<file path="src/rtl/issue_unit.sv">
// Tomasulo issue stage: decodes one queued instruction per cycle, allocates an RS tag,
// reads operands through the RAT (with same-cycle CDB bypass) and registers one issue record.
module issue_unit #(
  parameter int ADD_RS = 3,
  parameter int MUL_RS = 2
) (
  input  logic        clock,
  input  logic        reset_n,
  input  logic [15:0] q_data,
  input  logic        q_valid,
  output logic        q_read,
  output logic        iss_valid,
  output logic [2:0]  iss_tag,
  output logic [2:0]  iss_op,
  output logic [15:0] iss_vj,
  output logic [15:0] iss_vk,
  output logic [2:0]  iss_qj,
  output logic [2:0]  iss_qk,
  output logic        stall,
  input  logic        cdb_valid,
  input  logic [2:0]  cdb_tag,
  input  logic [15:0] cdb_data
);

  localparam int NTAG = ADD_RS + MUL_RS;

  logic [15:4]   ir_reg;
  logic          ir_valid_reg;
  logic [NTAG:1] busy_reg;
  logic [2:0]    rat_reg  [8];
  logic [15:0]   regs_reg [8];

  // The low nibble of the instruction word carries no information.
  logic unused_low;
  assign unused_low = ^q_data[3:0];

  logic [2:0] ir_op, ir_rd;
  logic [2:0] src [2];
  logic       is_nop, is_mul;

  assign ir_op  = ir_reg[15:13];
  assign ir_rd  = ir_reg[12:10];
  assign src[0] = ir_reg[9:7];
  assign src[1] = ir_reg[6:4];
  assign is_nop = ir_op[2];
  assign is_mul = ir_op[1];

  logic       free_found;
  logic [2:0] free_tag;

  // Descending scan so the lowest free tag of the class is the one left standing.
  always_comb begin
    free_found = 1'b0;
    free_tag   = 3'd0;
    for (int t = NTAG; t >= 1; t--) begin
      if (((t > ADD_RS) == is_mul) && !busy_reg[t]) begin
        free_found = 1'b1;
        free_tag   = 3'(t);
      end
    end
  end

  logic issue_now, issue_rs, accept, cdb_hit;

  assign issue_now = ir_valid_reg & (is_nop | free_found);
  assign issue_rs  = issue_now & ~is_nop;
  assign stall     = ir_valid_reg & ~is_nop & ~free_found;
  assign q_read    = ~ir_valid_reg | issue_now;
  assign accept    = q_read & q_valid;
  assign cdb_hit   = cdb_valid & (cdb_tag != 3'd0);

  logic [15:0] op_v [2];
  logic [2:0]  op_q [2];

  genvar gi;
  generate
    for (gi = 0; gi < 2; gi++) begin : g_opnd
      logic [2:0] producer;
      always_comb begin
        producer = rat_reg[src[gi]];
        op_v[gi] = 16'd0;
        op_q[gi] = producer;
        if (producer == 3'd0) begin
          op_v[gi] = regs_reg[src[gi]];
        end else if (cdb_valid && cdb_tag == producer) begin
          op_v[gi] = cdb_data;
          op_q[gi] = 3'd0;
        end
      end
    end
  endgenerate

  always_ff @(posedge clock or negedge reset_n) begin
    if (!reset_n) begin
      ir_reg       <= '0;
      ir_valid_reg <= 1'b0;
      busy_reg     <= '0;
      for (int i = 0; i < 8; i++) begin
        rat_reg[i]  <= 3'd0;
        regs_reg[i] <= 16'(i);
      end
      iss_valid <= 1'b0;
      iss_tag   <= 3'd0;
      iss_op    <= 3'd0;
      iss_vj    <= 16'd0;
      iss_vk    <= 16'd0;
      iss_qj    <= 3'd0;
      iss_qk    <= 3'd0;
    end else begin
      if (accept) begin
        ir_reg       <= q_data[15:4];
        ir_valid_reg <= 1'b1;
      end else if (issue_now) begin
        ir_valid_reg <= 1'b0;
      end

      iss_valid <= issue_rs;
      if (issue_rs) begin
        iss_tag <= free_tag;
        iss_op  <= ir_op;
        iss_vj  <= op_v[0];
        iss_qj  <= op_q[0];
        iss_vk  <= op_v[1];
        iss_qk  <= op_q[1];
      end

      // Allocation comes after the CDB clear so a set always wins on the same tag.
      for (int t = 1; t <= NTAG; t++) begin
        if (cdb_hit && cdb_tag == 3'(t)) busy_reg[t] <= 1'b0;
        if (issue_rs && free_tag == 3'(t)) busy_reg[t] <= 1'b1;
      end

      for (int r = 0; r < 8; r++) begin
        if (cdb_hit && rat_reg[r] == cdb_tag) begin
          regs_reg[r] <= cdb_data;
          rat_reg[r]  <= 3'd0;
        end
      end
      if (issue_rs) rat_reg[ir_rd] <= free_tag;
    end
  end

endmodule

</file>
<file path="config.mk">
export PLATFORM = sky130hd
export DESIGN_NAME = issue_unit
export DESIGN_NICKNAME = d
export VERILOG_FILES = /design/src/rtl/issue_unit.sv
export SDC_FILE = /design/constraint.sdc
export NUM_CORES = 1
export LEC_CHECK = 0
export BUFFER_PORTS_ARGS = -buffer_cell sky130_fd_sc_hd__clkbuf_2
export CAP_MARGIN = 25
export CORE_ASPECT_RATIO = 2
export CORE_MARGIN = 2
export CORE_UTILIZATION = 55
export CTS_CLUSTER_DIAMETER = 40
export CTS_CLUSTER_SIZE = 40
export DETAILED_ROUTE_END_ITERATION = 8
export GPL_TIMING_DRIVEN = 0
export PLACE_DENSITY = 0.83
export SLEW_MARGIN = 10
export SYNTH_ARGS = -nofsm -noshare
export SYNTH_HDL_FRONTEND = slang
export SYNTH_SLANG_ARGS = --single-unit
</file>
<file path="constraint.sdc">
create_clock -name clock -period 2.1 [get_ports clock]
set_input_delay 0.42 -clock clock [delete_from_list [all_inputs] [get_ports clock]]
set_output_delay 0.42 -clock clock [all_outputs]
set_load 0.05 [all_outputs]
</file>
Word level (Yosys, flattened, before mapping)

Index checks and enable logic that the tools add are counted.

Bits in registers: 215
Input port bits: 39
Output and inout bits: 47
Logic and storage cells: 163

Magnitude comparators: 4
Equal/unequal tests: 20
Multiplexer cells: 54
Bitwise operators: 15
Reduce and logical (&&, ||, !) cells: 40

Operators with widths:

| kind                                                     | count |
|---|---|
| two-way mux 16 bit                                       | 8 |
| binary-select mux 16 bit (select 3 bit)                  | 2 |
| two-way mux 3 bit                                        | 22 |
| equality test 3 bit                                      | 10 |
| logical AND 1 bit                                        | 26 |
| bitwise mux 24 bit                                       | 1 |
| two-way mux 24 bit                                       | 1 |
| binary-select mux 3 bit (select 3 bit)                   | 2 |
| two-way mux 1 bit                                        | 17 |
| equality test 3 x 2 -> 1 bit, second input constant      | 4 |
| equality test 3 bit, second input constant               | 4 |
| greater-or-equal comparator 4 bit, second input constant | 3 |
| NOT 3 -> 4 bit                                           | 3 |
| nonzero test 2 bit                                       | 6 |
| demux 3 bit (select 3 bit)                               | 1 |
| bitwise AND 1 bit                                        | 6 |
| equality test 3 x 1 -> 1 bit, second input constant      | 2 |
| zero test 3 bit                                          | 2 |
| zero test 1 bit                                          | 5 |
| < comparator 4 x 1 -> 1 bit, second input constant       | 1 |
| NOT 1 bit                                                | 4 |
| nonzero test 3 bit                                       | 1 |
| bitwise OR 1 bit                                         | 2 |

Longest topological paths before layout

Gate-level depths: netlist (run 1).

Depth in word-level cells: 12
Mapped depth: 10
Gate-level depth less buffers: 6

Least setup slack after synthesis (run 1)

OpenSTA, ideal clock, no wires.

Path type: input to register
Start: in cdb_tag[1]
End: reg regs_reg[125] (netlist bit)
Library setup time: 125 ps
Arrival time: 2276 ps
Data required time: 1975 ps
Setup slack: -301 ps
Stages on the path: 6
Buffers on the path: 3
Cell sequence: buf_2 > buf_1 > xor2_1 > nor4_4 > buf_2 > mux2_2

Longest elaborated chain between the ends: 3
Elaborated cells on any way between the ends: 4
Those cells by class: eq/ne: 1; bitwise: 1; reduce/logical: 2

Ends and longest elaborated chain:

| what                            | line | text |
|---|---|---|
| from (decl)                     | 21   | `input logic [2:0] cdb_tag,` |
| nonzero test 3 bit              | 70   | `assign cdb_hit = cdb_valid & (cdb_tag != 3'd0);` |
| bitwise AND 1 bit               | 70   |  |
| logical AND 1 bit *             | 134  | `if (cdb_hit && rat_reg[r] == cdb_tag) begin` |
| to (signal, indexed assignment) | 100  | `regs_reg[i] <= 16'(i);` |
| to (signal, indexed assignment) | 135  | `regs_reg[r] <= cdb_data;` |
| to (decl)                       | 31   | `logic [15:0] regs_reg [8];` |

Mark *: on every way between the ends. The rest lies on a longest branch, timed or not.
A chain may end at the register's enable or synchronous reset.

Worst setup path in the final report (run 1)

Start: reg ir_reg[7] (netlist bit)
End: reg iss_vj[11]

Longest elaborated chain between the ends: 8
Elaborated cells on any way between the ends: 12
Those cells by class: eq/ne: 1; mux: 8; bitwise: 1; reduce/logical: 2

Ends and longest elaborated chain:

| what                                                 | line   | text |
|---|---|---|
| from (decl)                                          | 27     | `logic [15:4] ir_reg;` |
| from (signal assigned)                               | 111    | `ir_reg <= q_data[15:4];` |
| NOT 3 -> 4 bit (implied by the code) *               | 80, 84 |  |
| binary-select mux 3 bit (select 3 bit)               | 80     | `producer = rat_reg[src[gi]];` |
| two-way mux 3 bit (implied by the code) (2 in a row) | 80     |  |
| equality test 3 bit                                  | 85     | `end else if (cdb_valid && cdb_tag == producer) begin` |
| logical AND 1 bit                                    | 85     |  |
| two-way mux 16 bit                                   | 85     |  |
| two-way mux 16 bit *                                 | 83     | `if (producer == 3'd0) begin` |
| to (signal assigned)                                 | 121    | `iss_vj <= op_v[0];` |
| to (decl)                                            | 15     | `output logic [15:0] iss_vj,` |

Mark *: on every way between the ends. The rest lies on a longest branch, timed or not. The select of a mux whose other input is x is not followed.

==> results of run 1 <==
[placed cells by master (no fill, tap or decap), types with 12 or more instances in the layout]
cell / instances
o21ai_2: 12
mux2_1: 13
buf_1: 18
dfstp_2: 12
clkbuf_16: 19
xor2_1: 26
buf_2: 12
nand3b_1: 27
dfrtp_1: 202
mux2i_1: 37
nand2_1: 39
buf_4: 38
nor2_1: 21
mux2_2: 127
clkbuf_2: 70
mux4_2: 72
a41o_1: 16
a221o_1: 16
o21ai_0: 33
[stage by stage]
step	cell area (µm²)	TNS [ns]	power, mW	utilization, %
after global routing	13200	-12.20	20.56	66.31
after global placement	11940	-830.90	14.91	59.96
after CTS	12870	-6.535	19.04	64.63
after floorplan	11300	-1.346	13.19	-
after detailed placement	12000	-98.83	15.34	60.28
final	13200	-10.14	19.69	66.31
[cells in the mapped netlist, drive strengths merged (9+ instances only)]
cell type  instances  area [µm²]
o21ai             48       240.2
dfrtp            203        5080
mux2             142        1607
clkbuf            19       71.32
nor4               9       182.7
nor2              22       82.58
nand2             40       150.1
o31ai             10       88.83
nand3b            27       202.7
mux4              72        1622
dfstp             12       315.3
buf               51       259.0
mux2i             42       444.2
xor2              27       236.5
a41o              16       160.2
a221o             16       160.2
[report_power, final]
part	total [mW]	switching, mW	internal, mW
registers	7.50	1.48	6.02
clock network	3.28	1.67	1.61
logic	8.91	4.56	4.35
total	19.7	7.71	12.0
[path summary, 6_finish.rpt]
check                      depth (start not counted)  slack [ns]                   from                       end
min                                                2        0.13                q_valid  ir_valid_reg$_DFFE_PN0P_
max reg2reg                                        9       -0.37  ir_reg[7]$_DFFE_PN0P_    iss_vj[11]$_DFFE_PN0N_
min in group asynchronous                          2        0.43                reset_n  regs_reg[77]$_DFFE_PN0P_
min reg2reg                                        2        0.48  iss_op[0]$_DFFE_PN0N_     iss_op[0]$_DFFE_PN0N_
max                                                9       -0.37  ir_reg[7]$_DFFE_PN0P_    iss_vj[11]$_DFFE_PN0N_
max in group asynchronous                          4        0.47                reset_n  regs_reg[32]$_DFFE_PN1P_
[what timing repair did]
action / CTS / global route
setup buffers: 23 / 11
endpoints found under the setup margin: 145 / 43
gates resized for setup: 40 / 50
hold buffers: 1 / 0
cloned: 1 / 2
pin swaps: 16 / 25
endpoints found under the hold margin: 51 / 0
[cell families after synthesis]
logic type / after synthesis / share of synthesized area [%]
AND/OR/NAND/NOR: 123 / 6.951
AO/OA/AOI/OAI: 100 / 6.594
buffers and inverters: 75 / 3.118
flip-flops: 215 / 48.19
multiplexers: 256 / 32.80
XOR/XNOR: 30 / 2.347
[critical path: stages, from the launching register on]
cell,delay [ns]
dfrtp_1,0.35
buf_6,0.14
mux4_2,0.56
mux2i_4,0.29
xor2_2,0.13
nand2_2,0.10
and4bb_1,0.19
buf_6,0.13
buf_12,0.15
a221o_1,0.30
[metal layers]
layer | part of all wire [%] | vias up | global-route usage [%]
met5 | 0 | - | 0
met4 | 8.1 | 0 | 21.62
met3 | 5.9 | 168 | 4.023
met2 | 52 | 381 | 51.76
met1 | 34 | 4071 | 33.18
li1 | - | 3266 | -
[layout make-up]
| class | count | area (µm²) |
|---|---|---|
| Clock buffer | 18 | 439.2 |
| Multi-Input combinational cell | 509 | 5700 |
| Timing Repair Buffer | 103 | 764.5 |
| Inverter | 5 | 18.77 |
| Fill cell | 1461 | 6708 |
| Clock inverter | 10 | 110.1 |
| Buffer | 69 | 446.7 |
| Sequential cell | 215 | 5396 |
| Tap cell | 262 | 327.8 |
==> reports/qor.csv, run 1 <==
stage,metric,value,unit
run,max cap viols,0,
global_routing,initial antenna violation count,0,
synth,Synth Cell Area,0.01120,mm²
finish,Ant. Diodes,0,
worst_setup_path,CP Class,register to register,
clock_network,Root Driver,clkbuf_16,
timing,Fmax achieved,0.4056,GHz
finish,fraction of layout cells with a size suffix above 1,46.93,%
finish,max reg flops,128,
floorplanning,IO Pins,86,
clock_network,CTS tree,done,
detailed_routing,DRC,0,
synth,Mean Syn Cell Area,14.01,µm²
status,status,"complete, but fails checks",
clock_network,Clock Latency Late Sink,0.52,ns
synth,Cells after Synth,799,
power_and_ir_drop,PwrDens,1491,mW/mm²
worst_setup_path,crit path launch type,register,
finish,nets,958,
finish,Syn-to-layout area delta,17.94,%
timing,Final Skew,0.02991,ns
synth,Main synth FF type,dfrtp_1,
placement,worst slack at placement,-1.075,ns
global_routing,vias in the first global route,8458,
hold_path,hold crit path type,input port to register,
synth,syn_nets,838,
timing,RSZ-0062 raised after global routing,yes,
floorplanning,initial core utilization,56.23,%
placement,Detailed Place HPWL,20690,µm
worst_setup_path,CP Capture Type,register,
synth,post-synthesis register bit count,215,
global_routing,first-pass GRT wire length,48030,µm
timing,Setup-failing EPs final,38,
detailed_routing,routed vias/inst,6.621,
worst_setup_path,WP data required,2.49,ns
clock_network,"Reg clk slew, reported paths",0.08,ns
worst_setup_path,Critical Path Fanout Max,10,
floorplanning,die extent in y,205.8,µm
detailed_routing,wire per inst,26.59,µm
status,violated checks,negative setup slack,
power_and_ir_drop,Worst VDD drop,845.6,µV
timing,post-route worst setup slack,-0.3657,ns
global_routing,total gr overflow,0,
floorplanning,number of core rows,73,
global_routing,All-Layer GR Usage,29.75,%
clock_network,Clock Tree Buf Depth,3,
detailed_routing,vias,7886,
finish,Final Non-Filler Cells,1191,
timing,Max transition margin,34.13,%
detailed_routing,DRT iter0 DRCs,722,
placement,gpl congestion,0.9131,
synth,"EDFF count, synth",0,
clock_network,Clock Sink Count,215,
detailed_routing,drt first pass iters,5,
synth,synth warn,0,
worst_setup_path,Worst Path Arrival,2.85,ns
timing,Worst-Margin Slew,0.9881,ns
placement,Placed Cells,1126,
clock_network,H-tree level count,1,
timing,final slew viol count,0,
timing,Period minus WS final,2.466,ns
floorplanning,die area,0.02158,mm²
timing,Final Cycle Share,117.4,%
detailed_routing,Routed WL,31670,µm
global_routing,largest net degree at the start of global routing,102,
power_and_ir_drop,LEAKAGE,5.758,nW
synth,async set-or-reset flop fraction in the synthesized netlist,100.0,%
floorplanning,Core Area,0.01991,mm²
detailed_routing,DRT antenna net count,0,
timing,Final Hold Fails,0,
floorplanning,Die Wd,104.9,µm
synth,sequential-to-total area share from yosys stat,48.19,%
synth,post-synthesis cell type count,50,
timing,Hold WS,0.1339,ns
clock_network,clock buffer count from CTS,16,
placement,PortBufs,63,
Note: power is estimated with default switching activity, not from simulation.
==> run 2: changes to the inputs <==
Settings changed: ABC_AREA from default to 1.
==> reports/qor.csv, run 2 <==
stage,metric,value,unit,change
timing,post-route worst setup slack,-0.1962,ns,was -0.3657 ns
global_routing,largest net degree at the start of global routing,84,,was 102
synth,synth cell count leaders,"nand2_1 (498), o21ai_0 (209), dfrtp_1 (203)",,"was dfrtp_1 (203), mux2_2 (127), mux4_2 (72)"
global_routing,vias in the first global route,12400,,was 8458
timing,Final Cycle Share,109.3,%,was 117.4%
synth,post-synthesis cell type count,25,,was 50
synth,post-synth top area share,42.04,%,was 45.37%
detailed_routing,DRT antenna net count,0,,unchanged
detailed_routing,DRT iter0 DRCs,1421,,was 722
clock_network,H-tree level count,1,,unchanged
floorplanning,die area,0.02324,mm²,was 0.02158 mm²
finish,area of the multi-input gates,0.005643,mm²,was 0.005700 mm²
timing,final slew viol count,0,,unchanged
synth,post-synth top area cell,dfrtp_1,,unchanged
synth,combinational family with the most area after synthesis,simple AND/OR/NAND/NOR gates,,was multiplexers
global_routing,All-Layer GR Usage,41.01,%,was 29.75%
placement,Placed Cells,2040,,was 1126
placement,Detailed Place HPWL,33920,µm,was 20690 µm
timing,Worst-Margin Slew,0.7092,ns,was 0.9881 ns
worst_setup_path,WP data required,1.68,ns,was 2.49 ns
synth,largest cells by area after synthesis,"dfrtp_1 (42%), nand2_1 (15%), o21ai_0 (8.7%)",,"was dfrtp_1 (45%), mux4_2 (14%), mux2_2 (13%)"
timing,Period minus WS final,2.296,ns,was 2.466 ns
floorplanning,die extent in y,213.6,µm,was 205.8 µm
clock_network,CTS tree,done,,unchanged
worst_setup_path,Slowest cell on crit path,dfrtp_1,,was mux4_2
worst_setup_path,crit path launch type,register,,unchanged
synth,Synth Area in Simple Gates,25.48,%,was 6.951%
synth,syn_nets,1724,,was 838
clock_network,Root Driver,clkbuf_16,,unchanged
synth,Synth Cell Area,0.01208,mm²,was 0.01120 mm²
clock_network,Clock Tree Buf Depth,3,,unchanged
worst_setup_path,Worst path top cell family by delay,buffers and inverters,,was multiplexers
finish,Final Non-Filler Cells,2094,,was 1191
synth,sequential-to-total area share from yosys stat,44.65,%,was 48.19%
floorplanning,Die Wd,108.8,µm,was 104.9 µm
worst_setup_path,CP Class,register to output pin,,was register to register
detailed_routing,wire per inst,22.27,µm,was 26.59 µm
finish,filler instances,1890,,was 1461
power_and_ir_drop,LEAKAGE,7.223,nW,was 5.758 nW
clock_network,clock buffer count from CTS,19,,was 16
synth,Cells after Synth,1685,,was 799
timing,Final Skew,0.01674,ns,was 0.02991 ns
synth,async set-or-reset flop fraction in the synthesized netlist,100.0,%,unchanged
synth,Main synth FF type,dfrtp_1,,unchanged
clock_network,Clock Sink Count,215,,unchanged
synth,post-synthesis register bit count,215,,unchanged
power_and_ir_drop,PwrDens,1605,mW/mm²,was 1491 mW/mm²
synth,"EDFF count, synth",0,,unchanged
global_routing,first-pass GRT wire length,69930,µm,was 48030 µm
run,max cap viols,0,,unchanged
timing,Final Hold Fails,0,,unchanged
status,violated checks,negative setup slack,,unchanged
finish,fraction of layout cells with a size suffix above 1,15.71,%,was 46.93%
global_routing,total gr overflow,0,,unchanged
detailed_routing,drt first pass iters,6,,was 5
timing,Hold WS,0.1252,ns,was 0.1339 ns
timing,Max transition margin,52.72,%,was 34.13%
detailed_routing,Routed WL,46640,µm,was 31670 µm
floorplanning,Core Area,0.02159,mm²,was 0.01991 mm²
floorplanning,number of core rows,76,,was 73
status,status,"complete, but fails checks",,unchanged
worst_setup_path,WP buf/inv,4,,was 3
worst_setup_path,Worst Path Arrival,1.88,ns,was 2.85 ns
finish,nets,1847,,was 958
clock_network,"Reg clk slew, reported paths",0.09,ns,was 0.08 ns
synth,Compound-Gate Fraction of Synth Area,17.82,%,was 6.594%
synth,Synth Area in XOR/XNOR,1.739,%,was 2.347%
placement,PortBufs,80,,was 63
finish,"commonest non-fill, non-tap cell in the layout",nand2_1,,was dfrtp_1
worst_setup_path,"Cell Chain, Critical Path","inv_2, o21ai_4, clkbuf_8, nand4_1, inv_4, clkbuf_16",,"was buf_6, mux4_2, mux2i_4, xor2_2, nand2_2, and4bb_1, buf_6, buf_12, a221o_1"
power_and_ir_drop,Worst VDD drop,1379,µV,was 845.6 µV
timing,Fmax achieved,0.4355,GHz,was 0.4056 GHz
timing,Setup-failing EPs final,11,,was 38
synth,Mean Syn Cell Area,7.172,µm²,was 14.01 µm²
detailed_routing,vias,12610,,was 7886
timing,total negative slack,-0.5311,ns,was -10.14 ns
detailed_routing,DRC,0,,unchanged
hold_path,hold crit path type,input port to register,,unchanged
worst_setup_path,CP Capture Type,output pin,,was register
floorplanning,initial core utilization,55.98,%,was 56.23%
synth,Synth Area in Adders,0,%,unchanged
worst_setup_path,CP peak stage delay,0.40,ns,was 0.56 ns
synth,top-count cell post-synth,nand2_1,,was dfrtp_1
worst_setup_path,Critical Path Fanout Max,3,,was 10
timing,RSZ-0062 raised after global routing,yes,,unchanged
finish,"commonest cells after routing, fill and taps aside","nand2_1 (483), o21ai_0 (209), dfrtp_1 (200), inv_1 (180), nor2_1 (122)",,"was dfrtp_1 (202), mux2_2 (127), mux4_2 (72), clkbuf_2 (70), nand2_1 (39)"
placement,gpl congestion,1.133,,was 0.9131
power_and_ir_drop,total power,22.45,mW,was 19.69 mW
finish,max reg flops,128,,unchanged
floorplanning,IO Pins,86,,unchanged
detailed_routing,routed vias/inst,6.022,,was 6.621
finish,FF+latch area,0.005399,mm²,was 0.005396 mm²
clock_network,Clock Latency Late Sink,0.53,ns,was 0.52 ns
global_routing,initial antenna violation count,1,,was 0
synth,synth warn,0,,unchanged
finish,Syn-to-layout area delta,15.80,%,was 17.94%
synth,mux cell area share after synthesis,0.2796,%,was 32.80%
==> run 2: final cells by class <==
type,count,share of cell area (%)
Antenna cell,1,0.01788
Buffer,105,4.345
Clock buffer,20,3.425
Clock inverter,13,1.028
Inverter,190,5.114
Multi-Input combinational cell,1173,40.33
Sequential cell,215,38.58
Tap cell,273,2.441
Timing Repair Buffer,104,4.721
==> run 2: kinds of logic (layout without fill, tap and decap cells) <==
group / count (synthesis) / after routing
AO/OA/AOI/OAI: 395 / 395
other: 0 / 1
buffers and inverters: 297 / 432
AND/OR/NAND/NOR: 751 / 751
flip-flops: 215 / 215
multiplexers: 3 / 3
XOR/XNOR: 24 / 24
==> run 2: path summary, 6_finish.rpt <==
| kind | slack [ns] | cells past startpoint | to | start |
|---|---|---|---|---|
| worst max-delay path | -0.20 | 6 | stall | busy_reg[4]$_DFFE_PN0P_ |
| worst min-delay path | 0.13 | 2 | ir_reg[15]$_DFFE_PN0P_ | q_data[15] |
| worst max register to register | -0.03 | 10 | ir_reg[6]$_DFFE_PN0P_ | busy_reg[4]$_DFFE_PN0P_ |
| worst min register to register | 0.48 | 2 | iss_tag[1]$_DFFE_PN0N_ | iss_tag[1]$_DFFE_PN0N_ |
| max in group asynchronous | 0.43 | 4 | regs_reg[2]$_DFFE_PN1P_ | reset_n |
| min in group asynchronous | 0.43 | 2 | regs_reg[103]$_DFFE_PN0P_ | reset_n |
==> run 2: per-stage QoR <==
step           area (µm²)  util [%]  setup slack [ns]
2_1_floorplan       12100         -          -0.04083
3_3_place_gp        12840     59.48            -3.589
3_5_place_dp        12900     59.78           -0.2529
4_1_cts             13710     63.51          -0.03470
5_1_grt             13990     64.82           -0.1972
6_report            13990     64.83           -0.1962
==> run 2: routing by layer <==
layer | routed length [µm] | track usage (%) | part of all wire (%)
met1 | 14700 | 42.18 | 32
met2 | 23050 | 68.47 | 49
met3 | 3627 | 7.325 | 7.8
met4 | 5263 | 39.17 | 11
met5 | 0 | 0 | 0
==> run 2: timing repair <==
action,CTS,global route
pin swaps,3,13
resized for setup,49,78
endpoints found under the hold margin,56,0
setup endpoints to repair,57,71
buffers inserted,6,15
hold buffers,1,0
==> run 2: where the power goes <==
group,internal (mW),switching (mW)
registers,6.09,1.37
clock network,1.78,1.86
logic,3.39,7.96
